--- src/rtl/rf_scoreboard.sv ---
// Register file with per-register busy scoreboard: issue marks a destination busy,
// writeback clears it; reads and hazard checks optionally see same-cycle writebacks.
module rf_scoreboard #(
  parameter int  XLEN     = 32,
  parameter int  NREG     = 32,
  parameter bit  BYPASS   = 1'b1,
  parameter bit  ZERO_REG = 1'b1,
  localparam int AW       = $clog2(NREG)
) (
  input  logic            clk,
  input  logic            RST,
  input  logic [AW-1:0]   A1,
  input  logic [AW-1:0]   A2,
  output logic [XLEN-1:0] RD1,
  output logic [XLEN-1:0] RD2,
  input  logic            USE1,
  input  logic            USE2,
  input  logic            ISS_V,
  input  logic [AW-1:0]   ISS_RD,
  input  logic            ISS_WR,
  input  logic            WE3,
  input  logic [AW-1:0]   A3,
  input  logic [XLEN-1:0] WD3,
  input  logic            FLUSH,
  output logic            STALL,
  output logic            ISS_ACK,
  output logic [AW:0]     PEND_CNT,
  output logic            WB_ERR
);

  logic [XLEN-1:0] mem_q [NREG];
  logic [NREG-1:0] busy_q, busy_d;
  logic [AW:0]     pend_cnt_q, pend_cnt_d;
  logic            wb_err_q, wb_err_d;

  logic hit1, hit2, hitd;
  logic zero1, zero2, zerod, zero3;
  logic b1, b2, bd;
  logic iss_set, mem_we;

  // A writeback in flight this cycle counts as already landed when bypassing.
  assign hit1  = BYPASS && WE3 && (A3 == A1);
  assign hit2  = BYPASS && WE3 && (A3 == A2);
  assign hitd  = BYPASS && WE3 && (A3 == ISS_RD);
  assign zero1 = ZERO_REG && (A1 == '0);
  assign zero2 = ZERO_REG && (A2 == '0);
  assign zerod = ZERO_REG && (ISS_RD == '0);
  assign zero3 = ZERO_REG && (A3 == '0);

  assign b1 = busy_q[A1] & ~hit1 & ~zero1;
  assign b2 = busy_q[A2] & ~hit2 & ~zero2;
  assign bd = busy_q[ISS_RD] & ~hitd & ~zerod;

  assign STALL   = ISS_V & ((USE1 & b1) | (USE2 & b2) | (ISS_WR & bd));
  assign ISS_ACK = ISS_V & ~STALL;
  assign iss_set = ISS_ACK & ISS_WR & ~zerod;
  assign mem_we  = WE3 & ~zero3;

  // NOTE: every output of a combinational block gets a default first, so no path leaves it unassigned (no latch).
  always_comb begin
    RD1 = mem_q[A1];
    if (hit1)  RD1 = WD3;
    if (zero1) RD1 = '0;
    RD2 = mem_q[A2];
    if (hit2)  RD2 = WD3;
    if (zero2) RD2 = '0;
  end

  // Order matters: issue set beats writeback clear, flush beats both.
  always_comb begin
    busy_d = busy_q;
    if (WE3)      busy_d[A3]     = 1'b0;
    if (iss_set)  busy_d[ISS_RD] = 1'b1;
    if (FLUSH)    busy_d         = '0;
    if (ZERO_REG) busy_d[0]      = 1'b0;
    pend_cnt_d = '0;
    for (int i = 0; i < NREG; i++) pend_cnt_d = pend_cnt_d + {{AW{1'b0}}, busy_d[i]};
  end

  assign wb_err_d = wb_err_q | (WE3 & ~busy_q[A3] & ~zero3);

  // NOTE: sequential state uses non-blocking assignments so every register samples pre-edge values.
  always_ff @(posedge clk or negedge RST) begin
    if (!RST) begin
      busy_q     <= '0;
      pend_cnt_q <= '0;
      wb_err_q   <= 1'b0;
    end else begin
      busy_q     <= busy_d;
      pend_cnt_q <= pend_cnt_d;
      wb_err_q   <= wb_err_d;
    end
  end

  // NOTE: the register array is reset because architectural state must read 0 after reset; this costs a reset net per flop.
  always_ff @(posedge clk or negedge RST) begin
    if (!RST) begin
      for (int i = 0; i < NREG; i++) mem_q[i] <= '0;
    end else if (mem_we) begin
      mem_q[A3] <= WD3;
    end
  end

  assign PEND_CNT = pend_cnt_q;
  assign WB_ERR   = wb_err_q;

endmodule
--- config.mk ---
export PLATFORM = sky130hd
export DESIGN_NAME = rf_scoreboard
export DESIGN_NICKNAME = d
export VERILOG_FILES = /design/src/rtl/rf_scoreboard.sv
export SDC_FILE = /design/constraint.sdc
export NUM_CORES = 2
export LEC_CHECK = 0
export BUFFER_PORTS_ARGS = -buffer_cell sky130_fd_sc_hd__buf_4
export CORE_MARGIN = 10
export CORE_UTILIZATION = 50
export DETAILED_ROUTE_END_ITERATION = 10
export PLACE_DENSITY = 0.76
export SLEW_MARGIN = 20
export SYNTH_ARGS = -nofsm -noshare
export SYNTH_HDL_FRONTEND = slang
export SYNTH_SLANG_ARGS = --single-unit
--- constraint.sdc ---
create_clock -name clk -period 9 [get_ports clk]
set_clock_uncertainty 0.1 [all_clocks]
set_input_delay 0 -clock clk [delete_from_list [all_inputs] [get_ports clk]]
set_output_delay 0 -clock clk [all_outputs]
set_load 0.02 [all_outputs]
==> results_dict.tcl <==
set metrics [dict create \
    r2r_slack_ns 1.60 \
    ys_seq_area_frac 0.453 \
    setup-violations-final 0 \
    hpwl_um 90200 \
    grt_pass1_vias 38697 \
    start_util 0.504 \
    hold_end "busy_q[2]" \
    multiInputGateArea_mm2 0.0304 \
    ys_warn_count 0 \
    nets 3859 \
    antenna_left 0 \
    post_synth_instance_area_mm2 0.0586 \
    antenna_found_initial 1 \
    synthArstFlopShare 1.00 \
    rsz0062_at_grt "false" \
    ir_worst_vdd_v 0.000158 \
    wl_per_cell_um 31.7 \
    finalCritPeriodShare 0.822 \
    clockBufferDepth 3 \
    p_leak_nw 28.0 \
    critical_path.endpoint_type "flop" \
    avgViaCountPerCell 6.85 \
    cts_sinks 1062 \
    synth_edf_count 0 \
    grt_pass1_wl_um 256000 \
    finalCriticalPeriod_ns 7.40 \
    fp.coreArea_mm2 0.116 \
    p_per_area_mw_per_mm2 216 \
    cp.required_ns 9.47 \
    layout_common_cells "1062 x dfrtp_1, 999 x mux2_2, 590 x mux4_2" \
    syn_inst 3854 \
    grt_max_degree 169 \
    root_buffer "clkbuf_16" \
    regArea_mm2 0.0266 \
    io_buffer_count 132 \
    place_congestion 0.909 \
    worstHoldStart "A3[3]" \
    first_pass_iters 6 \
    die_h_um 362 \
    vias 36853 \
    post_cts_buffers 0 \
    avgSynthCellArea_um2 15.2 \
    reg2reg_depth 21 \
    timing.fmax_mhz 135 \
    rows 125 \
    status "completed" \
    drv_cap 0 \
    final-hold-violation-count 0 \
    mostFrequentLayoutCell "dfrtp_1" \
    cp-start-kind "flop" \
    die_area_mm2 0.131 \
    rr_startpoint "busy_q[10]" \
    clk_latency_ns 0.68 \
    synth_seq_cells 1062 \
    tns_ns 0 \
    drc 0 \
    io_pins 133 \
    path_class "reg2reg" \
    worstHoldPathCells 5 \
    slew_headroom 0.219 \
    gr-total-overflow 0 \
    worstMarginPinSlew_ns 1.17 \
    drive_gt1_frac 0.520 \
    ys_types 59 \
    clk_pin_slew_ns 0.06 \
    cts_tree "built" \
    ys.flop_type "dfrtp_1" \
    slew_viol_final 0 \
    drtIter0Drc 3954 \
    r2r_end "PEND_CNT[4]" \
    drt_wl_total_um 171000 \
    syn_nets 3944 \
    cts_buffers 108 \
    holdWs_ns 0.0556 \
    worst-path-max-fanout 31 \
    hold_class "in2reg" \
    htree_levels 3 \
    die_x_um 362 \
    grt_use_total 0.258 \
    worstPathArrival_ns 7.87 \
    area_growth_syn_to_layout_pct 10.6 \
    fillers 9067 \
]
through the flow:
stage | total power [W] | utilization | instance area, µm² | setup slack [ns] | instances
after CTS | 0.0141 | 0.557 | 64800 | 1.66 | 5378
after floorplan | 0.00843 | - | 58600 | 2.34 | 3854
final | 0.0140 | 0.557 | 64800 | 1.60 | 5382
after detailed placement | 0.00936 | 0.521 | 60600 | 1.39 | 5130
after global routing | 0.0146 | 0.557 | 64800 | 1.39 | 5378
after global placement | 0.00921 | 0.521 | 60600 | 1.50 | 5130
cell usage after synthesis (all sizes together) (13+ instances only):
cell,n,share of area
a211oi,59,0.0076
a21oi,29,0.0025
a221oi,41,0.0062
a22oi,21,0.0027
a41o,19,0.0032
a41oi,15,0.0022
and3,18,0.0019
buf,146,0.012
clkbuf,301,0.019
dfrtp,1062,0.45
fa,23,0.0079
inv,36,0.0023
mux2,1001,0.19
mux2i,159,0.027
mux4,590,0.23
nand2,53,0.0034
nand3,17,0.0015
nor2,106,0.0069
nor3b,19,0.0024
o211ai,30,0.0038
xor2,13,0.0019
where the power goes:
part	internal [W]	total (W)	switching, W
logic	0.00182	0.00305	0.00123
clock network	0.00277	0.00470	0.00192
registers	0.00565	0.00627	0.000615
total	0.0102	0.0140	0.00377
layout make-up:
type                       count  area share
timing repair buffer         252      0.0333
multi-input combinational   2309       0.468
clock inverter                41     0.00838
inverter                      36     0.00212
antenna                        4    0.000154
tap                         1524      0.0294
sequential                  1062       0.410
clock buffer                 154      0.0482
registers in the layout, indices dropped and copies added (netlist names):
| name | count |
|---|---|
| PEND_CNT | 6 |
| WB_ERR | 1 |
| busy_q | 31 |
| mem_q | 1024 |
per-layer routing:
layer / share of wire / wire length [µm] / global-route usage
met3: 0.076 / 12900 / 0.0485
met4: 0.050 / 8570 / 0.124
met5: 0 / 0 / 0
met2: 0.49 / 83300 / 0.423
met1: 0.39 / 65800 / 0.331
critical path, stage by stage (launching register included):
cell and delay [ns]:
dfrtp_1 0.42, mux4_2 0.47, nor2_1 0.12, nor4b_1 0.08
or4_1 0.53, a32o_1 0.26, nor2_4 0.58, a41oi_1 0.30
fa_1 0.58, fa_1 0.52, inv_1 0.06, fa_1 0.48
fa_1 0.49, fa_1 0.49, inv_1 0.05, fa_1 0.46
fa_1 0.44, fa_1 0.47, inv_1 0.07, a21o_1 0.10
a21oi_1 0.07, xnor2_1 0.12
worst max-delay path by stage:
stage	startpoint	to	slack, ns	depth (start not counted)
after detailed placement	A1[0]	PEND_CNT[4]	1.39	22
after floorplan	busy_q[11]	PEND_CNT[4]	2.34	23
final	busy_q[10]	PEND_CNT[4]	1.60	21
after global placement	A1[0]	PEND_CNT[4]	1.50	22
after global routing	busy_q[20]	PEND_CNT[4]	1.39	21
after CTS	busy_q[11]	PEND_CNT[4]	1.66	21
logic make-up after synthesis:
group | synth area share
muxes | 0.446
DFF | 0.453
buffers and inverters | 0.0338
and+or+nand+nor | 0.0216
AOI/OAI and AO/OA | 0.0330
adders and majority gates | 0.00935
xor gates and xnor gates | 0.00269
repair_timing:
item,4_1_cts,5_1_grt
hold buffers,53,0
endpoints found under the hold margin,1284,0
setup endpoints to repair,0,0
resized for setup,0,0
Note: power is estimated with default switching activity, not from simulation.
